`src/rtl/riscv_pkg.sv`:
```
// riscv_pkg
// Shared definitions for the execute-stage branch resolution logic:
//   - instruction kind encodings presented by decode
//   - funct3 encodings of the conditional branch comparisons
//   - state type of the resolution controller
//   - default data/address width
package riscv_pkg;

    localparam int XLEN_DEFAULT = 32;

    // Instruction kind (in_kind)
    localparam logic [1:0] KIND_BRANCH = 2'b00;
    localparam logic [1:0] KIND_JAL    = 2'b01;
    localparam logic [1:0] KIND_JALR   = 2'b10;
    localparam logic [1:0] KIND_RSVD   = 2'b11;

    // Conditional branch funct3
    localparam logic [2:0] OP_BEQ  = 3'b000;
    localparam logic [2:0] OP_BNE  = 3'b001;
    localparam logic [2:0] OP_BLT  = 3'b100;
    localparam logic [2:0] OP_BGE  = 3'b101;
    localparam logic [2:0] OP_BLTU = 3'b110;
    localparam logic [2:0] OP_BGEU = 3'b111;

    typedef enum logic [1:0] {
        ST_IDLE     = 2'b00,
        ST_EVAL     = 2'b01,
        ST_REDIRECT = 2'b10
    } state_t;

endpackage

```
`src/rtl/branch_comp.sv`:
```
// branch_comp
// Purely combinational branch condition evaluator.
// Ports:
//   rs1_data, rs2_data  in  XLEN  operands
//   branch_op           in  3     funct3 comparison select
//   branch_taken        out 1     comparison result (0 for undefined funct3)
module branch_comp
    import riscv_pkg::*;
#(
    parameter int XLEN = XLEN_DEFAULT
) (
    input  logic [XLEN-1:0] rs1_data,
    input  logic [XLEN-1:0] rs2_data,
    input  logic [2:0]      branch_op,
    output logic            branch_taken
);

    logic eq;
    logic lt_signed;
    logic lt_unsigned;

    assign eq          = (rs1_data == rs2_data);
    assign lt_signed   = ($signed(rs1_data) < $signed(rs2_data));
    assign lt_unsigned = (rs1_data < rs2_data);

    always_comb begin
        branch_taken = 1'b0;
        case (branch_op)
            OP_BEQ:  branch_taken = eq;
            OP_BNE:  branch_taken = !eq;
            OP_BLT:  branch_taken = lt_signed;
            OP_BGE:  branch_taken = !lt_signed;
            OP_BLTU: branch_taken = lt_unsigned;
            OP_BGEU: branch_taken = !lt_unsigned;
            default: branch_taken = 1'b0;
        endcase
    end

endmodule

```
`src/rtl/branch_resolve_ctrl.sv`:
```
// branch_resolve_ctrl
// Execute-stage branch/jump resolution controller. Accepts one instruction
// at a time from decode, evaluates it for exactly one cycle, reports the
// outcome, and for taken aligned targets flushes younger stages and holds a
// redirect to fetch until accepted. Keeps saturating performance counters.
// Ports:
//   clk, rst_n                       clock, async active-low reset
//   in_valid / in_ready              decode handshake (in_ready = IDLE)
//   in_kind, in_op, in_pc, in_imm,
//   in_rs1, in_rs2                   instruction fields and operands
//   kill                             trap flush, cancels in-flight work
//   redirect_valid / redirect_ready  fetch redirect handshake, redirect_pc
//   flush                            one-cycle squash pulse
//   result_valid, result_taken,
//   result_link                      resolution result (link = pc+4)
//   misalign                         taken target not 4-byte aligned
//   branch_count, taken_count        saturating counters
module branch_resolve_ctrl
    import riscv_pkg::*;
#(
    parameter int XLEN  = XLEN_DEFAULT,
    parameter int CNT_W = 16
) (
    input  logic             clk,
    input  logic             rst_n,
    input  logic             in_valid,
    output logic             in_ready,
    input  logic [1:0]       in_kind,
    input  logic [2:0]       in_op,
    input  logic [XLEN-1:0]  in_pc,
    input  logic [XLEN-1:0]  in_imm,
    input  logic [XLEN-1:0]  in_rs1,
    input  logic [XLEN-1:0]  in_rs2,
    input  logic             kill,
    input  logic             redirect_ready,
    output logic             redirect_valid,
    output logic [XLEN-1:0]  redirect_pc,
    output logic             flush,
    output logic             result_valid,
    output logic             result_taken,
    output logic [XLEN-1:0]  result_link,
    output logic             misalign,
    output logic [CNT_W-1:0] branch_count,
    output logic [CNT_W-1:0] taken_count
);

    state_t           state_reg, state_next;

    // Captured instruction
    logic [1:0]       kind_reg, kind_next;
    logic [2:0]       op_reg, op_next;
    logic [XLEN-1:0]  pc_reg, pc_next;
    logic [XLEN-1:0]  imm_reg, imm_next;
    logic [XLEN-1:0]  rs1_reg, rs1_next;
    logic [XLEN-1:0]  rs2_reg, rs2_next;

    // Registered outputs
    logic             result_valid_reg, result_valid_next;
    logic             result_taken_reg, result_taken_next;
    logic [XLEN-1:0]  result_link_reg, result_link_next;
    logic             flush_reg, flush_next;
    logic             misalign_reg, misalign_next;
    logic             redirect_valid_reg, redirect_valid_next;
    logic [XLEN-1:0]  redirect_pc_reg, redirect_pc_next;
    logic [CNT_W-1:0] branch_count_reg, branch_count_next;
    logic [CNT_W-1:0] taken_count_reg, taken_count_next;

    // Evaluation of the captured instruction
    logic             cmp_taken;
    logic             eval_taken;
    logic [XLEN-1:0]  eval_target;
    logic [XLEN-1:0]  jalr_sum;
    logic             eval_misaligned;

    branch_comp #(
        .XLEN (XLEN)
    ) u_branch_comp (
        .rs1_data     (rs1_reg),
        .rs2_data     (rs2_reg),
        .branch_op    (op_reg),
        .branch_taken (cmp_taken)
    );

    always_comb begin
        jalr_sum    = rs1_reg + imm_reg;
        eval_target = pc_reg + imm_reg;
        eval_taken  = 1'b0;
        case (kind_reg)
            KIND_BRANCH: eval_taken = cmp_taken;
            KIND_JAL:    eval_taken = 1'b1;
            KIND_JALR: begin
                eval_taken  = 1'b1;
                eval_target = {jalr_sum[XLEN-1:1], 1'b0};
            end
            default:     eval_taken = 1'b0;   // reserved kind resolves not-taken
        endcase
    end

    assign eval_misaligned = (eval_target[1:0] != 2'b00);

    always_comb begin
        state_next          = state_reg;
        kind_next           = kind_reg;
        op_next             = op_reg;
        pc_next             = pc_reg;
        imm_next            = imm_reg;
        rs1_next            = rs1_reg;
        rs2_next            = rs2_reg;
        result_valid_next   = 1'b0;
        result_taken_next   = result_taken_reg;
        result_link_next    = result_link_reg;
        flush_next          = 1'b0;
        misalign_next       = 1'b0;
        redirect_valid_next = redirect_valid_reg;
        redirect_pc_next    = redirect_pc_reg;
        branch_count_next   = branch_count_reg;
        taken_count_next    = taken_count_reg;

        if (kill) begin
            // Trap flush wins over capture, evaluation and redirect acceptance.
            state_next          = ST_IDLE;
            redirect_valid_next = 1'b0;
        end else begin
            case (state_reg)
                ST_IDLE: begin
                    if (in_valid) begin
                        kind_next  = in_kind;
                        op_next    = in_op;
                        pc_next    = in_pc;
                        imm_next   = in_imm;
                        rs1_next   = in_rs1;
                        rs2_next   = in_rs2;
                        state_next = ST_EVAL;
                    end
                end
                ST_EVAL: begin
                    result_valid_next = 1'b1;
                    result_taken_next = eval_taken;
                    result_link_next  = pc_reg + XLEN'(4);
                    if (kind_reg == KIND_BRANCH && branch_count_reg != '1)
                        branch_count_next = branch_count_reg + CNT_W'(1);
                    if (eval_taken && eval_misaligned) begin
                        misalign_next = 1'b1;
                        state_next    = ST_IDLE;
                    end else if (eval_taken) begin
                        flush_next          = 1'b1;
                        redirect_valid_next = 1'b1;
                        redirect_pc_next    = eval_target;
                        if (taken_count_reg != '1)
                            taken_count_next = taken_count_reg + CNT_W'(1);
                        state_next = ST_REDIRECT;
                    end else begin
                        state_next = ST_IDLE;
                    end
                end
                ST_REDIRECT: begin
                    if (redirect_ready) begin
                        redirect_valid_next = 1'b0;
                        state_next          = ST_IDLE;
                    end
                end
                default: state_next = ST_IDLE;
            endcase
        end
    end

    always_ff @(posedge clk or negedge rst_n) begin
        if (!rst_n) begin
            state_reg          <= ST_IDLE;
            kind_reg           <= '0;
            op_reg             <= '0;
            pc_reg             <= '0;
            imm_reg            <= '0;
            rs1_reg            <= '0;
            rs2_reg            <= '0;
            result_valid_reg   <= 1'b0;
            result_taken_reg   <= 1'b0;
            result_link_reg    <= '0;
            flush_reg          <= 1'b0;
            misalign_reg       <= 1'b0;
            redirect_valid_reg <= 1'b0;
            redirect_pc_reg    <= '0;
            branch_count_reg   <= '0;
            taken_count_reg    <= '0;
        end else begin
            state_reg          <= state_next;
            kind_reg           <= kind_next;
            op_reg             <= op_next;
            pc_reg             <= pc_next;
            imm_reg            <= imm_next;
            rs1_reg            <= rs1_next;
            rs2_reg            <= rs2_next;
            result_valid_reg   <= result_valid_next;
            result_taken_reg   <= result_taken_next;
            result_link_reg    <= result_link_next;
            flush_reg          <= flush_next;
            misalign_reg       <= misalign_next;
            redirect_valid_reg <= redirect_valid_next;
            redirect_pc_reg    <= redirect_pc_next;
            branch_count_reg   <= branch_count_next;
            taken_count_reg    <= taken_count_next;
        end
    end

    assign in_ready       = (state_reg == ST_IDLE);
    assign redirect_valid = redirect_valid_reg;
    assign redirect_pc    = redirect_pc_reg;
    assign flush          = flush_reg;
    assign result_valid   = result_valid_reg;
    assign result_taken   = result_taken_reg;
    assign result_link    = result_link_reg;
    assign misalign       = misalign_reg;
    assign branch_count   = branch_count_reg;
    assign taken_count    = taken_count_reg;

endmodule
```
`config.mk`:
```
export PLATFORM = sky130hd
export DESIGN_NAME = branch_resolve_ctrl
export DESIGN_NICKNAME = d
export VERILOG_FILES = /design/src/rtl/riscv_pkg.sv /design/src/rtl/branch_comp.sv /design/src/rtl/branch_resolve_ctrl.sv
export SDC_FILE = /design/constraint.sdc
export NUM_CORES = 1
export LEC_CHECK = 0
export ABC_AREA = 1
export BUFFER_PORTS_ARGS = -buffer_cell sky130_fd_sc_hd__buf_4
export CORE_MARGIN = 1.5
export CORE_UTILIZATION = 30
export CTS_CLUSTER_DIAMETER = 100
export CTS_CLUSTER_SIZE = 10
export DETAILED_ROUTE_END_ITERATION = 7
export PLACE_DENSITY = 0.5
export RECOVER_POWER = 100
export SLEW_MARGIN = 0
export SYNTH_ARGS = -nofsm -noshare
export SYNTH_HDL_FRONTEND = slang
export SYNTH_HIERARCHICAL = 1
export SYNTH_SLANG_ARGS = --single-unit
```
`constraint.sdc`:
```
create_clock -name clk -period 5.4 [get_ports clk]
set_input_delay 0.54 -clock clk [delete_from_list [all_inputs] [get_ports clk]]
set_output_delay 0.54 -clock clk [all_outputs]
set_load 0.05 [all_outputs]
```
=== Yosys cells after proc, flatten, opt, wreduce, memory -nomap -nowiden ===
Index checks and enable logic that the tools add are counted.

* Add/subtract/negate cells: 5
* $mul: 0
* Divide/modulo/power cells: 0
* Order comparisons: 2
* Eq/ne operators: 16
* Shift operators: 0
* Mux-type cells: 23
* Bitwise logic cells: 2
* Reductions and logical operators: 18

{| class="wikitable"
|+ Operators by type and width
! cell !! number
|-
| adder 32 bit || 2
|-
| less-than comparator 32 bit || 2
|-
| adder 16 x 1 -> 16 bit (second input constant) || 2
|-
| adder 32 x 3 -> 32 bit (second input constant) || 1
|-
| == test 32 bit || 1
|-
| two-way mux 32 bit || 1
|-
| != test 16 bit (second input constant) || 2
|-
| two-way mux 1 bit || 13
|-
| == test 3 bit (second input constant) || 4
|-
| two-way mux 2 bit || 5
|-
| != test 3 bit (second input constant) || 3
|-
| AND reduction 4 bit || 2
|-
| one-hot mux 1 bit (6 select lines) || 1
|-
| one-hot mux 2 bit (3 select lines) || 1
|-
| AND reduction 3 bit || 2
|-
| AND reduction 5 bit || 1
|-
| == test 2 x 1 -> 1 bit (second input constant) || 2
|-
| == test 2 bit (second input constant) || 2
|-
| logical NOT 2 bit || 2
|-
| one-hot mux 1 bit (2 select lines) || 2
|-
| AND reduction 2 bit || 2
|-
| == test 3 x 1 -> 1 bit (second input constant) || 1
|-
| logical NOT 1 bit || 3
|-
| logical NOT 3 bit || 1
|-
| other kinds (6) || 8
|}

* Flip-flop bits (word level): 236
* Latch bits: 0
* RAM bits: 0
* Memory bits (read-only): 0
* Input bits: 138
* Output and inout bits: 102
* Memories kept: 0

=== Longest topological paths before layout ===
Gate-level depths: netlist of run 1.

* Depth in word-level cells: 8
* Depth in mapped cells: 28
* Depth with buffers taken out: 28

=== Modules after synthesis ===
Netlist of run 1, hierarchy kept.

{| class="wikitable"
|+ By module, submodules not included
! module !! instances !! cells each !! area an instance (um2)
|-
| branch_resolve_ctrl || 1 || 2,193 || 14,780.4
|-
| branch_comp || 1 || 169 || 991.0
|}

=== Worst setup path before layout of run 1 ===
OpenSTA, ideal clock, no wires.

* Path type: register to register
* Start point: register rs1_reg[31]
* End point: register taken_count_reg[8] (netlist: taken_count[8])
* Arrival time: 2.549 ns
* Required time: 5.258 ns
* Path slack: 2.709 ns
* Stages on the path, launching flop included: 22
* Path buffers: 0
* Clock period less this slack: 2.691 ns
* Cells stage by stage: dfrtp_1 -> ha_1 -> nand2_1 -> nor2_2 -> nand2_2 -> nor3b_2 -> nand2_1 -> nand2_2 -> nand2_1 -> nand2_1 -> nand2_1 -> nand3_1 -> nand2_1 -> a21oi_1 -> inv_1 -> nor2_4 -> inv_2 -> nor2_8 -> nand2_4 -> nor2_2 -> nand3_1 -> xnor2_1

* Word-level cells in the longest chain between the ends: 7

{| class="wikitable"
|+ Ends and longest elaborated chain
! item !! line !! text
|-
| start: declaration || branch_resolve_ctrl.sv:54 || <nowiki>logic [XLEN-1:0] rs1_reg, rs1_next;</nowiki>
|-
| start signal: assignment || branch_resolve_ctrl.sv:191 || <nowiki>rs1_reg <= rs1_next;</nowiki>
|-
| less-than comparator 32 bit (tied with other cells) || branch_comp.sv:24 || <nowiki>assign lt_unsigned = (rs1_data < rs2_data);</nowiki>
|-
| logical NOT 1 bit (on tied branches) || branch_comp.sv:34, branch_comp.sv:30, branch_comp.sv:32 ||
|-
| one-hot mux 1 bit (6 select lines) (*) || branch_comp.sv:28 || <nowiki>case (branch_op)</nowiki>
|-
| named net cmp_taken || branch_resolve_ctrl.sv:69 || <nowiki>logic cmp_taken;</nowiki>
|-
| one-hot mux 1 bit (2 select lines) (*) || branch_resolve_ctrl.sv:88 || <nowiki>case (kind_reg)</nowiki>
|-
| logical AND 1 bit || branch_resolve_ctrl.sv:142 || <nowiki>if (eval_taken && eval_misaligned) begin</nowiki>
|-
| NOT 1 bit (no source line) || n/a ||
|-
| AND reduction 5 bit (no source line) (*) || n/a ||
|-
| end signal: assignment || branch_resolve_ctrl.sv:201 || <nowiki>taken_count_reg <= taken_count_next;</nowiki>
|-
| end: declaration || branch_resolve_ctrl.sv:66 || <nowiki>logic [CNT_W-1:0] taken_count_reg, taken_count_next;</nowiki>
|}

The timed path passes the listed nets; every way through them passes the cells marked *.
A chain may end at the register's enable or synchronous reset.

=== Worst setup path after layout of run 1 ===
* Start point: register rs1_reg[31]
* End point: register taken_count_reg[7] (netlist: taken_count[7])

Same word-level chain as after synthesis.

==> flow_metrics.py, run 1 <==
metrics = {
    "clock_tree": {
        "cts_buffers": 27,
        "cts-resized-gates": 0,
        "clkSinkCount": 236,
        "cts_max_path_buffers": 3,
        "cts_tree": "yes",
        "cts_root_buf": "clkbuf_16",
        "clk_pin_slew_ns": 0.06,
        "clk_latency_ns": 0.57,
        "ctsHtreeMaxLevel": 1,
    },
    "timing": {
        "skew_ns": 0.0159,
        "tightest_slew_ns": 2.81,
        "hold_viol": 0,
        "fin_crit_sh_pct": 71.8,
        "relSlewSlack_pct": -87.1,
        "setup_viol": 0,
        "rsz0062_at_grt": "no",
        "period_needed_ns": 3.88,
        "slew_viol_final": 99,
        "fmax_mhz": 258,
        "fin_setup_tns_ns": 0,
    },
    "worst_setup_path": {
        "timing.rr.start": "rs1_reg[31]",
        "r2r_slack_ns": 1.52,
        "endpoint_kind": "flop",
        "critPathMaxFanout": 16,
        "cp-startpoint": "rs1_reg[31]",
        "r2r-end": "taken_count[7]",
        "r2r_cells": 22,
        "critPathLaunchType": "flop",
        "path_class": "flop to flop",
        "required_ns": 5.89,
        "crit_arrival_ns": 4.37,
    },
    "final_layout": {
        "fillers": 5609,
        "drive_above_1_share_pct": 7.45,
        "seq_area_mm2": 0.00591,
        "multi_input_area_mm2": 0.00834,
        "fin_util_pct": 36.0,
        "areaGrowthSynthToFinish_pct": 17.8,
        "diodes": 0,
        "nets": 2829,
    },
    "detailed_routing": {
        "viasPerCell": 4.65,
        "ant_nets": 0,
        "top_layer": "met4",
        "vias": 15196,
        "met3_length_um": 2670,
        "wl_per_cell_um": 17.2,
        "firstDrtPassIters": 5,
        "route.met2.wl_um": 24500,
        "met1_length_um": 27400,
        "initialDrtViolationCount": 1002,
        "routed_wl_um": 56100,
        "drc": 0,
    },
    "synth": {
        "synth_edf_count": 0,
        "ys_seq_elements": 236,
        "synth_top_area_share_pct": 37.4,
        "synthArstFlopShare_pct": 100,
        "synth_compound_area_share_pct": 5.47,
        "yosysWarnings": 6,
        "ys_top_cells_by_area": "dfrtp_1 (37%), nand2_1 (25%), inv_1 (7.9%)",
        "synthXorXnorAreaFrac_pct": 3.39,
        "synth_top_area_cell": "dfrtp_1",
        "syn_area_mm2": 0.0158,
        "synthSimpleGateAreaFrac_pct": 36.2,
        "synth.distinct_cells": 43,
        "ys.flop_type": "dfrtp_1",
        "muxShareOfSynthArea_pct": 0,
        "synthAdderAreaFrac_pct": 8.11,
        "synthCells": 2362,
        "synth_common_cells": "nand2_1 (1068), inv_1 (331), dfrtp_1 (236)",
        "yosysSeqAreaShare_pct": 37.4,
        "synth_top_family_by_area": "simple AND/OR/NAND/NOR gates",
        "synth.most_common_cell": "nand2_1",
        "syn_nets": 2601,
        "postSynthAreaPerCell_um2": 6.68,
    },
    "die": {
        "die-area_mm2": 0.0540,
        "die_y_um": 232,
        "io-pin-count": 240,
        "die_w_um": 232,
        "row_count": 83,
        "fp.coreArea_mm2": 0.0516,
        "start_util_pct": 30.6,
    },
    "hold_path": {
        "hp-start": "in_op[2]",
        "hold_path.class": "input port to flop",
        "hold_depth": 3,
        "hold_end": "op_reg[2]",
    },
    "outcome": {
        "status": "finished with violations",
        "violations": "capacitance limit, slew limit",
    },
    "power": {
        "power_leakage_nw": 10.4,
        "p_int_mw": 4.10,
        "p_seq_share_pct": 33.8,
        "peakVddDrop_mv": 0.235,
        "power_density_mw_per_mm2": 423,
        "p_switching_mw": 3.76,
        "clkPwrFrac_pct": 21.0,
        "switching_share_pct": 47.9,
        "power_frac_comb_pct": 45.2,
        "p_total_mw": 7.86,
    },
    "grt": {
        "grt_max_degree": 133,
        "grt_usage_pct": 20.7,
        "grt_antenna_before_repair": 0,
        "grt_pass1_vias": 14848,
        "grt_pass1_wl_um": 85500,
        "gr-total-overflow": 0,
    },
    "flow_run": {
        "cap_viol_max_count": 2,
    },
    "placement": {
        "hpwl_um": 45500,
        "numPortBuffers": 239,
        "globalplace.congestion": 0.895,
    },
}
layout by cell type (no fill, tap or decap), types with 3 or more instances in the layout:
master / count
nand2_1: 1070
inv_1: 331
dfrtp_1: 236
buf_4: 141
nor2_1: 140
nand3_1: 128
clkbuf_1: 104
ha_1: 99
a21oi_1: 72
o21ai_0: 65
xor2_1: 41
nor3_1: 30
clkbuf_16: 27
xnor2_1: 20
nand4_1: 14
a31oi_1: 11
nand3b_1: 8
nor4_1: 7
o21bai_1: 5
inv_2: 4
nor2_2: 3
or2_2: 3
cells by family after synthesis:
kind of cell / after synthesis
AO/OA/AOI/OAI: 162
AND/OR/NAND/NOR: 1414
buffers and inverters: 388
adder cells (fa/ha/maj): 101
flip-flops: 236
XOR/XNOR: 61
per-stage QoR:
stage               cells  hold slack [ns]  setup slack, ns  instance area, um2
finish               3270            0.168             1.52               18600
CTS                  3270            0.122             1.93               19000
global route         3270            0.146             1.04               18600
global placement     3240            0.462             2.02               18300
floorplan            2362            0.244             2.71               15800
detailed placement   3240            0.467             1.96               18300
area by class of cell:
type	count	area share (%)
flip-flops and latches	236	31.8
clock buffers	27	3.64
multi-input cells	1738	44.9
inverters	340	6.89
repair buffers	247	7.96
clock inverters	2	0.269
well taps	680	4.58
power by group through the flow:
stage	clock network (mW)	logic, mW	registers, mW
final	1.65	3.55	2.66
after global routing	1.78	3.97	2.70
after CTS	1.73	3.77	2.66
after detailed placement	0	3.76	2.69
after global placement	0	3.74	2.69
after floorplan	0	1.88	3.19
metal layers:
layer,vias up,track usage (%)
met2,343,32.5
li1,7730,-
met1,7066,29.4
met4,0,5.78
met3,57,2.76
met5,-,0
what timing repair did:
| action | 4_1_cts | 5_1_grt |
|---|---|---|
| endpoints found under the hold margin | 44 | 0 |
| endpoints found under the setup margin | 0 | 0 |
| buffers inserted | 0 | 0 |
| hold buffers | 1 | 0 |
worst max-delay path: stages (launching register included):
cell	delay, ns
dfrtp_1	0.40
ha_1	0.37
nand2_1	0.10
nor2_1	0.17
nand2_2	0.09
nor3b_1	0.28
nand2_1	0.11
nand2_1	0.10
nand2_1	0.07
nand2_1	0.06
nand2_1	0.05
nand3_1	0.12
nand2_1	0.07
a21oi_1	0.16
inv_1	0.06
nor2_1	0.14
inv_1	0.13
nor2_8	0.27
nand2_1	0.25
clkinvlp_2	0.33
nand2_1	0.16
nor2_1	0.14
xor2_1	0.15
worst max path at each step:
stage | to | slack, ns | cells after the start
floorplan | taken_count[8] | 2.71 | 21
global placement | redirect_pc[29] | 2.02 | 20
detailed placement | redirect_pc[24] | 1.96 | 20
CTS | redirect_pc[27] | 1.93 | 20
global route | taken_count[7] | 1.04 | 22
finish | taken_count[7] | 1.52 | 22
Power figures use the tool's default switching activity.
==> run 2: changes to the inputs <==
Settings changed: ABC_AREA 1 to 0, PLACE_DENSITY 0.5 to 0.52.
Clock period 5.4 ns to 3.3 ns, I/O delays scaled along.
==> run 2 against run 1 <==
Die area decreased by 14%. Clock skew increased by 0.010 ns. Register-to-register slack got worse by 1.5 ns. Synthesized cell count decreased by 44%. Sequential share of layout area increased by 0.099 points. Setup slack got worse by 1.5 ns. Combinational power increased by 86%. Sequential cell count unchanged. Design area decreased by 0.31%. The flow still finishes with violations (capacitance limit, slew limit). Hold slack got worse by 0.15 ns. Clock power increased by 61%.
==> flow_metrics.py, run 2 <==
metrics = {
    "worst_setup_path": {
        "endpoint_kind": "flop",
        "path_class": "flop to flop",
        "r2r_cells": 16,
        "critPathMaxFanout": 4,
        "r2r_slack_ns": 0.05,
        "required_ns": 3.72,
        "critPathLaunchType": "flop",
        "cp-startpoint": "rs2_reg[29]",
        "timing.rr.start": "rs2_reg[29]",
        "r2r-end": "redirect_pc[28]",
        "critPathCapture": "redirect_pc[28]",
        "crit_arrival_ns": 3.68,
    },
    "timing": {
        "tightest_slew_ns": 2.58,
        "slew_viol_final": 96,
        "fin_crit_sh_pct": 98.6,
        "holdWs_ns": 0.0214,
        "setup_viol": 0,
        "relSlewSlack_pct": -71.9,
        "fmax_mhz": 307,
        "hold_viol": 0,
        "period_needed_ns": 3.25,
        "rsz0062_at_grt": "yes",
        "skew_ns": 0.0260,
    },
    "power": {
        "clkPwrFrac_pct": 19.7,
        "peakVddDrop_mv": 0.300,
        "power_density_mw_per_mm2": 728,
        "p_seq_share_pct": 31.3,
        "p_int_mw": 7.67,
        "p_total_mw": 13.5,
        "power_leakage_nw": 8.27,
        "power_frac_comb_pct": 49.0,
        "switching_share_pct": 43.2,
        "p_switching_mw": 5.83,
    },
    "final_layout": {
        "nets": 1985,
        "mostFrequentLayoutCells": "dfrtp_1 (236), buf_4 (215), nand2_1 (138)",
        "mostFrequentLayoutCell": "dfrtp_1",
        "fin_util_pct": 41.6,
        "fin_area_mm2": 0.0185,
        "diodes": 0,
        "drive_above_1_share_pct": 27.1,
        "areaGrowthSynthToFinish_pct": 36.1,
        "final_cells": 2338,
    },
    "clock_tree": {
        "cts_buffers": 27,
        "cts_root_buf": "clkbuf_16",
        "ctsHtreeMaxLevel": 1,
        "cts_tree": "yes",
        "clkSinkCount": 236,
        "cts_max_path_buffers": 3,
        "clk_pin_slew_ns": 0.06,
        "clk_latency_ns": 0.56,
    },
    "synth": {
        "synth.distinct_cells": 74,
        "syn_area_mm2": 0.0136,
        "synth_top_area_share_pct": 43.4,
        "synthArstFlopShare_pct": 100,
        "synth_edf_count": 0,
        "ys.flop_type": "dfrtp_1",
        "ys_seq_elements": 236,
        "synthCells": 1334,
        "yosysWarnings": 6,
        "postSynthAreaPerCell_um2": 10.2,
        "synth.most_common_cell": "dfrtp_1",
        "syn_nets": 1573,
        "ys_top_cells_by_area": "dfrtp_1 (43%), mux2_2 (11%), ha_1 (9.1%)",
        "yosysSeqAreaShare_pct": 43.4,
        "synth_common_cells": "dfrtp_1 (236), nand2_1 (142), mux2_2 (133)",
        "synth_top_area_cell": "dfrtp_1",
    },
    "hold_path": {
        "hold_path.class": "input port to flop",
    },
    "detailed_routing": {
        "firstDrtPassIters": 5,
        "initialDrtViolationCount": 493,
        "ant_nets": 0,
        "routed_wl_um": 41900,
        "wl_per_cell_um": 17.9,
        "viasPerCell": 4.82,
        "vias": 11262,
        "drc": 0,
    },
    "die": {
        "die-area_mm2": 0.0467,
        "die_w_um": 216,
        "fp.coreArea_mm2": 0.0445,
        "die_y_um": 216,
        "io-pin-count": 240,
        "row_count": 77,
        "start_util_pct": 30.6,
    },
    "placement": {
        "place_inst": 2184,
        "hpwl_um": 31400,
        "globalplace.congestion": 0.865,
        "place_area_mm2": 0.0166,
        "numPortBuffers": 239,
    },
    "grt": {
        "grt_max_degree": 98,
        "grt_pass1_wl_um": 64100,
        "grt_antenna_before_repair": 0,
        "gr-total-overflow": 0,
        "grt_pass1_vias": 11204,
        "grt_usage_pct": 17.5,
    },
    "outcome": {
        "violations": "capacitance limit, slew limit",
        "status": "finished with violations",
    },
    "flow_run": {
        "cap_viol_max_count": 1,
    },
}
-- run 2: repair_timing --
action,4_1_cts,5_1_grt
setup buffers,9,9
hold buffers,108,0
endpoints found under the hold margin,200,0
gates cloned,0,1
setup endpoints to repair,23,31
gates resized for setup,15,59
pin swaps,15,27
-- run 2: area by class of cell --
type,count,area (um2)
Clock buffer,27,676
Clock inverter,2,38.8
Fill cell,4448,26000
Inverter,57,216
Multi-Input combinational cell,993,7690
Timing Repair Buffer,431,3260
Tap cell,592,741
Sequential cell,236,5910
-- run 2: kinds of logic after synthesis --
family	share of synthesized area (%)
mux	11.0
compound gates	13.8
fa+ha+maj	9.39
buf+inv	2.92
xor+xnor	7.33
simple gates	12.2
flops	43.4
-- run 2: per-layer routing --
| layer | track usage, % | wire, um |
|---|---|---|
| met3 | 2.52 | 1670 |
| met5 | 0 | 0 |
| met4 | 4.14 | 888 |
| met2 | 28.0 | 19000 |
| met1 | 24.9 | 20300 |
-- run 2: how the worst min path moves through the flow --
stage,start,to,cells past startpoint
floorplan,rst_n,branch_count[0],0
global placement,rst_n,rs2_reg[1],1
detailed placement,rst_n,rs2_reg[1],1
CTS,in_pc[28],pc_reg[28],2
global route,in_pc[28],pc_reg[28],2
finish,in_pc[7],pc_reg[7],3
-- run 2: worst max-delay path, cell delays in order, from the launching register on --
cell     delay, ns
dfrtp_1       0.36
inv_1         0.05
ha_1          0.28
nand4_1       0.15
buf_4         0.15
nor3_4        0.04
a221o_1       0.30
or4_1         0.50
a31o_1        0.28
a21oi_2       0.21
nor3_2        0.07
nand2_2       0.12
inv_4         0.07
buf_4         0.14
nand2_4       0.08
nor2_2        0.05
a221o_1       0.25
-- run 2: power by group through the flow --
| stage | Combinational [mW] | Clock (mW) | Sequential [mW] |
|---|---|---|---|
| after floorplan | 3.43 | 0 | 5.15 |
| after global placement | 6.45 | 0 | 4.26 |
| after detailed placement | 6.48 | 0 | 4.28 |
| after CTS | 6.70 | 2.77 | 4.23 |
| after global routing | 7.25 | 2.87 | 4.32 |
| final | 6.61 | 2.66 | 4.22 |
-- run 2: stage by stage --
stage	TNS, ns	setup WS (ns)
2_1_floorplan	0	0.122
3_3_place_gp	-1.16	-0.131
3_5_place_dp	-2.56	-0.192
4_1_cts	0	0.00210
5_1_grt	-0.856	-0.0745
6_report	0	0.0467
